--- config.mk ---
export PLATFORM = sky130hd
export DESIGN_NAME = booth_mult_seq_param_flat
export DESIGN_NICKNAME = d
export VERILOG_FILES = /design/src/rtl/booth_mult_seq_param_pkg.sv /design/src/rtl/booth_mult_seq_param_if.sv /design/src/rtl/booth_mult_seq_param_counter.sv /design/src/rtl/booth_mult_seq_param.sv /design/src/flat_wrapper.sv
export SDC_FILE = /design/constraint.sdc
export NUM_CORES = 1
export LEC_CHECK = 0
export ABC_CLOCK_PERIOD_IN_PS = 4450
export CAP_MARGIN = 20
export CORE_MARGIN = 3
export CORE_UTILIZATION = 30
export CTS_CLUSTER_DIAMETER = 100
export CTS_CLUSTER_SIZE = 16
export DETAILED_ROUTE_END_ITERATION = 10
export GPL_TIMING_DRIVEN = 0
export PLACE_DENSITY = 0.62
export SETUP_SLACK_MARGIN = 0.15
export SYNTH_ARGS = -nofsm -noshare
export SYNTH_HDL_FRONTEND = slang
export SYNTH_HIERARCHICAL = 1
export SYNTH_SLANG_ARGS = --single-unit
export TNS_END_PERCENT = 1
--- constraint.sdc ---
create_clock -name clk -period 4.45 [get_ports clk]
set_input_delay 1.1125 -clock clk [delete_from_list [all_inputs] [get_ports clk]]
set_output_delay 1.1125 -clock clk [all_outputs]
set_load 0.05 [all_outputs]
--- src/rtl/booth_mult_seq_param_pkg.sv ---
`default_nettype none
`timescale 1ns/1ps
// mult_pkg: shared FSM encoding and Booth recoding constants for the sequential multiplier.
// Rev 1.0
package mult_pkg;

   localparam logic [1:0] S_IDLE = 2'd0;
   localparam logic [1:0] S_RUN  = 2'd1;
   localparam logic [1:0] S_DONE = 2'd2;

   typedef enum logic [1:0] {
      ST_IDLE = S_IDLE,
      ST_RUN  = S_RUN,
      ST_DONE = S_DONE
   } state_t;

   // {Q[0], q_minus_1} patterns that select an add or a subtract of M
   localparam logic [1:0] BOOTH_ADD = 2'b01;
   localparam logic [1:0] BOOTH_SUB = 2'b10;

endpackage
`default_nettype wire

--- src/rtl/booth_mult_seq_param_if.sv ---
`default_nettype none
`timescale 1ns/1ps
// booth_mult_seq_param_if: operand/result handshake bundle of the Booth multiplier.
// Rev 1.0
interface booth_mult_seq_param_if #(
   parameter int WIDTH = 8
);
   import mult_pkg::*;

   logic                 in_valid;
   logic                 in_ready;
   logic                 is_signed;
   logic [WIDTH-1:0]     multiplicand;
   logic [WIDTH-1:0]     multiplier;
   logic                 out_valid;
   logic                 out_ready;
   logic [2*WIDTH-1:0]   product;
   logic                 busy;

   modport master (
      output in_valid, is_signed, multiplicand, multiplier, out_ready,
      input  in_ready, out_valid, product, busy
   );

   modport slave (
      input  in_valid, is_signed, multiplicand, multiplier, out_ready,
      output in_ready, out_valid, product, busy
   );

endinterface
`default_nettype wire

--- src/rtl/booth_mult_seq_param_counter.sv ---
`default_nettype none
`timescale 1ns/1ps
// counter_param: loadable down-counter; zero_flag marks the decrement that reaches zero.
// Rev 1.0
module counter_param
   import mult_pkg::*;
#(
   parameter int CNT_W = 4
) (
   input  logic             clk,
   input  logic             rst,
   input  logic             load,
   input  logic [CNT_W-1:0] load_val,
   input  logic             dec,
   output logic             zero_flag
);

   logic [CNT_W-1:0] count;

   always_ff @(posedge clk) begin
      if (rst) begin
         count <= '0;
      end else if (load) begin
         count <= load_val;
      end else if (dec && (count != '0)) begin
         count <= count - CNT_W'(1);
      end
   end

   // Flags the edge on which the count lands on zero, so the FSM leaves RUN on that same edge
   assign zero_flag = dec && (count == CNT_W'(1));

endmodule
`default_nettype wire

--- src/rtl/booth_mult_seq_param.sv ---
`default_nettype none
`timescale 1ns/1ps
// booth_mult_seq_param: sequential radix-2 Booth multiplier, signed/unsigned per operation.
// Rev 1.0
module booth_mult_seq_param
   import mult_pkg::*;
#(
   parameter int WIDTH = 8,
   parameter int CNT_W = $clog2(WIDTH + 2)
) (
   input  logic                   clk,
   input  logic                   rst,
   booth_mult_seq_param_if.slave  bus
);

   localparam int AW = WIDTH + 1;

   state_t          state;
   state_t          state_nx;

   logic [AW-1:0]   a_r;
   logic [AW-1:0]   m_r;
   logic [AW-1:0]   q_r;
   logic            qm1_r;

   logic            in_ready;
   logic            out_valid;
   logic            busy;
   logic            accept;
   logic            cnt_dec;
   logic            cnt_zero;

   logic [AW-1:0]   m_ext;
   logic [AW-1:0]   q_ext;
   logic [1:0]      booth_bits;
   logic            do_sub;
   logic            use_m;
   logic [AW-1:0]   addend;
   logic [AW-1:0]   sum;

   assign accept = bus.in_valid && in_ready;

   // An extra top bit (sign or zero) lets one signed datapath cover both modes
   assign m_ext = {bus.is_signed & bus.multiplicand[WIDTH-1], bus.multiplicand};
   assign q_ext = {bus.is_signed & bus.multiplier[WIDTH-1],   bus.multiplier};

   assign booth_bits = {q_r[0], qm1_r};
   assign do_sub     = (booth_bits == BOOTH_SUB);
   assign use_m      = (booth_bits == BOOTH_ADD) || do_sub;
   assign addend     = use_m ? (do_sub ? ~m_r : m_r) : '0;
   assign sum        = a_r + addend + {{(AW-1){1'b0}}, do_sub};

   counter_param #(
      .CNT_W (CNT_W)
   ) u_cnt (
      .clk       (clk),
      .rst       (rst),
      .load      (accept),
      .load_val  (CNT_W'(WIDTH + 1)),
      .dec       (cnt_dec),
      .zero_flag (cnt_zero)
   );

   always_ff @(posedge clk) begin
      if (rst) begin
         state <= ST_IDLE;
      end else begin
         state <= state_nx;
      end
   end

   always_comb begin
      state_nx  = state;
      in_ready  = 1'b0;
      out_valid = 1'b0;
      busy      = 1'b0;
      cnt_dec   = 1'b0;
      case (state)
         ST_IDLE: begin
            in_ready = 1'b1;
            if (bus.in_valid) begin
               state_nx = ST_RUN;
            end
         end
         ST_RUN: begin
            busy    = 1'b1;
            cnt_dec = 1'b1;
            if (cnt_zero) begin
               state_nx = ST_DONE;
            end
         end
         ST_DONE: begin
            out_valid = 1'b1;
            in_ready  = bus.out_ready;
            if (bus.out_ready) begin
               state_nx = bus.in_valid ? ST_RUN : ST_IDLE;
            end
         end
         default: begin
            state_nx = ST_IDLE;
         end
      endcase
   end

   // Add/sub and the arithmetic right shift of {A,Q,q_minus_1} happen on one edge
   always_ff @(posedge clk) begin
      if (rst) begin
         a_r   <= '0;
         m_r   <= '0;
         q_r   <= '0;
         qm1_r <= 1'b0;
      end else if (accept) begin
         a_r   <= '0;
         m_r   <= m_ext;
         q_r   <= q_ext;
         qm1_r <= 1'b0;
      end else if (state == ST_RUN) begin
         a_r   <= {sum[AW-1], sum[AW-1:1]};
         q_r   <= {sum[0], q_r[AW-1:1]};
         qm1_r <= q_r[0];
      end
   end

   assign bus.in_ready  = in_ready;
   assign bus.out_valid = out_valid;
   assign bus.busy      = busy;
   assign bus.product   = {a_r[WIDTH-2:0], q_r};

endmodule
`default_nettype wire
--- src/flat_wrapper.sv ---
// flat-port wrapper written by rule: the top's interface ports become plain ports
module booth_mult_seq_param_flat import mult_pkg::*;
#(
   parameter int WIDTH = 8,
   parameter int CNT_W = $clog2(WIDTH + 2)
)
  (clk, rst, bus_in_valid, bus_is_signed, bus_multiplicand, bus_multiplier, bus_out_ready, bus_in_ready, bus_out_valid, bus_product, bus_busy);
  booth_mult_seq_param_if #(.WIDTH(WIDTH)) bus_i ();
  input  logic clk;
  input  logic rst;
  input wire logic [$bits(bus_i.in_valid)-1:0] bus_in_valid;
  input wire logic [$bits(bus_i.is_signed)-1:0] bus_is_signed;
  input wire logic [$bits(bus_i.multiplicand)-1:0] bus_multiplicand;
  input wire logic [$bits(bus_i.multiplier)-1:0] bus_multiplier;
  input wire logic [$bits(bus_i.out_ready)-1:0] bus_out_ready;
  output wire logic [$bits(bus_i.in_ready)-1:0] bus_in_ready;
  output wire logic [$bits(bus_i.out_valid)-1:0] bus_out_valid;
  output wire logic [$bits(bus_i.product)-1:0] bus_product;
  output wire logic [$bits(bus_i.busy)-1:0] bus_busy;
  assign bus_i.in_valid = bus_in_valid;
  assign bus_i.is_signed = bus_is_signed;
  assign bus_i.multiplicand = bus_multiplicand;
  assign bus_i.multiplier = bus_multiplier;
  assign bus_i.out_ready = bus_out_ready;
  assign bus_in_ready = bus_i.in_ready;
  assign bus_out_valid = bus_i.out_valid;
  assign bus_product = bus_i.product;
  assign bus_busy = bus_i.busy;
  booth_mult_seq_param #(.WIDTH(WIDTH), .CNT_W(CNT_W)) u_core (.clk(clk), .rst(rst), .bus(bus_i));
endmodule
==> reports/metrics.csv, run 1 <==
stage,metric,value,unit
placed_design,DP HPWL,3520,µm
timing,Rel. slew slack,0.458,
cts,CTS Buffer Depth,2,
die,Core Rows,28,
drt,final WL,4700,µm
timing,RSZ-0062 raised after global routing,no,
drt,"antenna viol nets, final",0,
synthesis,cell area after synthesis,0.00195,mm²
timing,Tcrit/Tclk final,0.870,
run_status,status,finished clean,
drt,DRC violations left,0,
cts,CTS tree,built,
cts,clk slew on worst S/H paths,0.07,ns
worst_setup_path,crit path cell chain,clkdlybuf4s50_1 > and2b_1 > nor2_2 > clkdlybuf4s50_1,
cts,hold_buf cts,0,
drt,detailed-route via count,1781,
cts,number of H-tree levels,2,
die,die width,86.7,µm
synthesis,Mapped Cells,248,
global_route,first-pass GRT wire length,8110,µm
placed_design,Area after DPL,0.00244,mm²
timing,Setup TNS,0,ns
global_route,gr usage total,0.134,
worst_setup_path,"Slowest-stage cell, CP",clkdlybuf4s50_1,
synthesis,post-synth cell types,47,
timing,fin crit period,3.87,ns
drt,DR pass1 iterations,6,
cts,clock latency on the worst-skew pair,0.28,ns
die,core area,0.00610,mm²
drt,iteration-0 DRC count of the detailed router,86,
timing,worst slew pin tran,0.813,ns
global_route,initial antenna violation count,0,
pwr,VDD IR max,142,µV
die,# IOs,40,
cts,setup bufs post-CTS,0,
timing,Hold Slack,0.461,ns
synthesis,#FFs+latches synth,33,
drt,DR vias/cell,4.79,
worst_setup_path,Critical Path Source Type,primary input,
layout,most frequent cells in the layout,"nand2_1 (40), clkdlybuf4s50_1 (39), dfxtp_1 (33)",
cts,# clock sinks,33,
worst_setup_path,"most used cell, CP",clkdlybuf4s50_1,
synthesis,Ys Warns,6,
global_route,largest net degree at the start of global routing,19,
synthesis,"Seq/Total Area, Yosys",0.338,
pwr,P_leak,0.946,nW
layout,fin area,0.00253,mm²
worst_setup_path,type of destination of the critical path,output pin,
global_route,vias in the first global route,1797,
layout,area delta synth->final,29.6,%
synthesis,share of flip-flops with an asynchronous set or reset,0,
worst_setup_path,Worst Path Required,3.34,ns
global_route,total gr overflow,0,
worst_setup_path,"Arr. time, crit path",2.76,ns
die,Die ar.,0.00751,mm²
timing,endpoints failing setup,0,
placed_design,number of buffers inserted by port buffering,39,
synthesis,ys flop type,dfxtp_1,
layout,layout cell share with drive strength beyond 1,0.0808,
layout,"most common cell after layout, fill and taps aside",nand2_1,
die,Initial Util,0.320,
worst_setup_path,Top delay family on crit path,buffers and inverters,
timing,Fin. Hold Viols,0,
placed_design,GPL Wtd Cong,0.855,
layout,# diodes,0,
worst_setup_path,CP Buf/Inv Count,2,
layout,fin util,0.415,
pwr,pwr dens,296,mW/mm²
die,Die Y,86.7,µm
cts,TritonCTS buffer count,5,
drt,drt wl/cell,12.6,µm
timing,Max Slew Vio Count,0,
timing,Fmax,258,MHz
synthesis,Post-synth EDFFs,0,
worst_setup_path,delay of the slowest critical-path stage,0.83,ns
pwr,total power,749,µW
cts,root buffer cell,clkbuf_8,
cts,Post-CTS Resized,0,
worst_setup_path,worst-path maximum fanout,2,
min_path,Hold Crit Class,reg -> reg,
worst_setup_path,critical path class,in -> out,
timing,Fin Clk Skew,0.00766,ns
synthesis,syn avg cell area,7.88,µm²
run,number of max-cap violations,0,
layout,# nets final,329,
[worst paths after layout]
path,startpoint,to,slack (ns),cells after the start
setup / recovery,bus_out_ready,bus_in_ready,0.58,4
hold / removal,u_core/qm1_r,u_core/qm1_r,0.46,2
setup reg to reg,u_core/qm1_r,u_core/a_r[7],1.47,12
hold reg to reg,u_core/qm1_r,u_core/qm1_r,0.46,2
[kinds of logic (layout without fill, tap and decap cells)]
group                    Yosys count  count (layout)  synth area share
flip-flops                        33              33             0.338
AO/OA/AOI/OAI                     59              59             0.198
adder cells (fa/ha/maj)           12              12            0.0846
other                              2               4           0.00385
AND/OR/NAND/NOR                   98              98             0.243
XOR/XNOR                          10              10            0.0448
multiplexers                       2               2            0.0103
buffers and inverters             32              79            0.0769
[where the power goes]
group | switching (mW) | internal [mW] | leakage (nW)
registers | 0.0149 | 0.314 | 0.270
logic | 0.117 | 0.0792 | 0.632
clock network | 0.116 | 0.108 | 0.0439
total | 0.248 | 0.501 | 0.946
[cells in the mapped netlist, types with 2 or more instances]
library cell | instances | area (µm²)
a211oi_1 | 4 | 30.0
a21oi_1 | 21 | 105
a22oi_1 | 7 | 52.6
a311oi_1 | 4 | 35.0
a31oi_1 | 3 | 18.8
buf_1 | 2 | 7.51
buf_2 | 3 | 15.0
buf_4 | 7 | 52.6
clkbuf_1 | 7 | 26.3
conb_1 | 2 | 7.51
dfxtp_1 | 33 | 661
fa_1 | 2 | 40.0
ha_1 | 10 | 125
inv_1 | 12 | 45.0
mux2i_1 | 2 | 20.0
nand2_1 | 40 | 150
nand2b_1 | 4 | 25.0
nand3_1 | 10 | 50.1
nand4b_1 | 2 | 17.5
nor2_1 | 20 | 75.1
nor2b_1 | 2 | 12.5
nor3_1 | 5 | 25.0
nor4_1 | 2 | 12.5
o211ai_1 | 4 | 30.0
o21a_1 | 2 | 15.0
o21ai_0 | 7 | 35.0
o21bai_1 | 2 | 15.0
or4_1 | 2 | 15.0
xnor2_1 | 8 | 70.1
xor2_1 | 2 | 17.5
[state kept, by name, indices dropped and copies added (netlist names)]
name                cells
u_core/m_r              9
u_core/q_r              9
u_core/a_r              8
u_core/u_cnt/count      4
u_core/state            2
u_core/qm1_r            1
[metal layers]
metal	GRT usage	vias to the layer above	part of all wire
met1	0.180	795	0.49
li1	-	948	-
met4	0.0510	0	0.0087
met5	0	-	0
met3	0.0228	2	0.040
met2	0.216	36	0.46
[area by class of cell]
cell class,instances,area [µm²]
Timing Repair Buffer,39,390
Clock inverter,3,17.5
Tap cell,75,93.8
Clock buffer,5,68.8
Buffer,19,101
Sequential cell,33,661
Inverter,13,48.8
Multi-Input combinational cell,185,1150
Fill cell,653,3560
[worst reg2reg max path, stage by stage (launching register included)]
cell and delay, ns:
dfxtp_1 0.33, inv_1 0.05, ha_1 0.26, clkbuf_1 0.25, nand2b_1 0.17, fa_1 0.21
inv_1 0.06, fa_1 0.43, a211oi_1 0.40, o21ai_0 0.23, and4_1 0.24, o21ai_0 0.15
o31ai_1 0.09
[per-stage QoR]
stage / setup WS, ns / cells
finish: 0.578 / 372
global route: 0.517 / 372
CTS: 0.563 / 372
detailed placement: 0.566 / 364
global placement: 0.572 / 364
floorplan: 1.40 / 250
Note: power is estimated with default switching activity, not from simulation.
==> run 2, diff against run 1 <==
Settings changed: TNS_END_PERCENT 1 to default.
==> results of run 2 <==
Same layout as run 1: the final DEF is identical, and so are final timing and power.
==> run 3, diff against run 2 <==
Settings changed: CTS_CLUSTER_DIAMETER 100 to 50.
==> results of run 3 <==
Same layout as run 1: the final DEF is identical, and so are final timing and power.
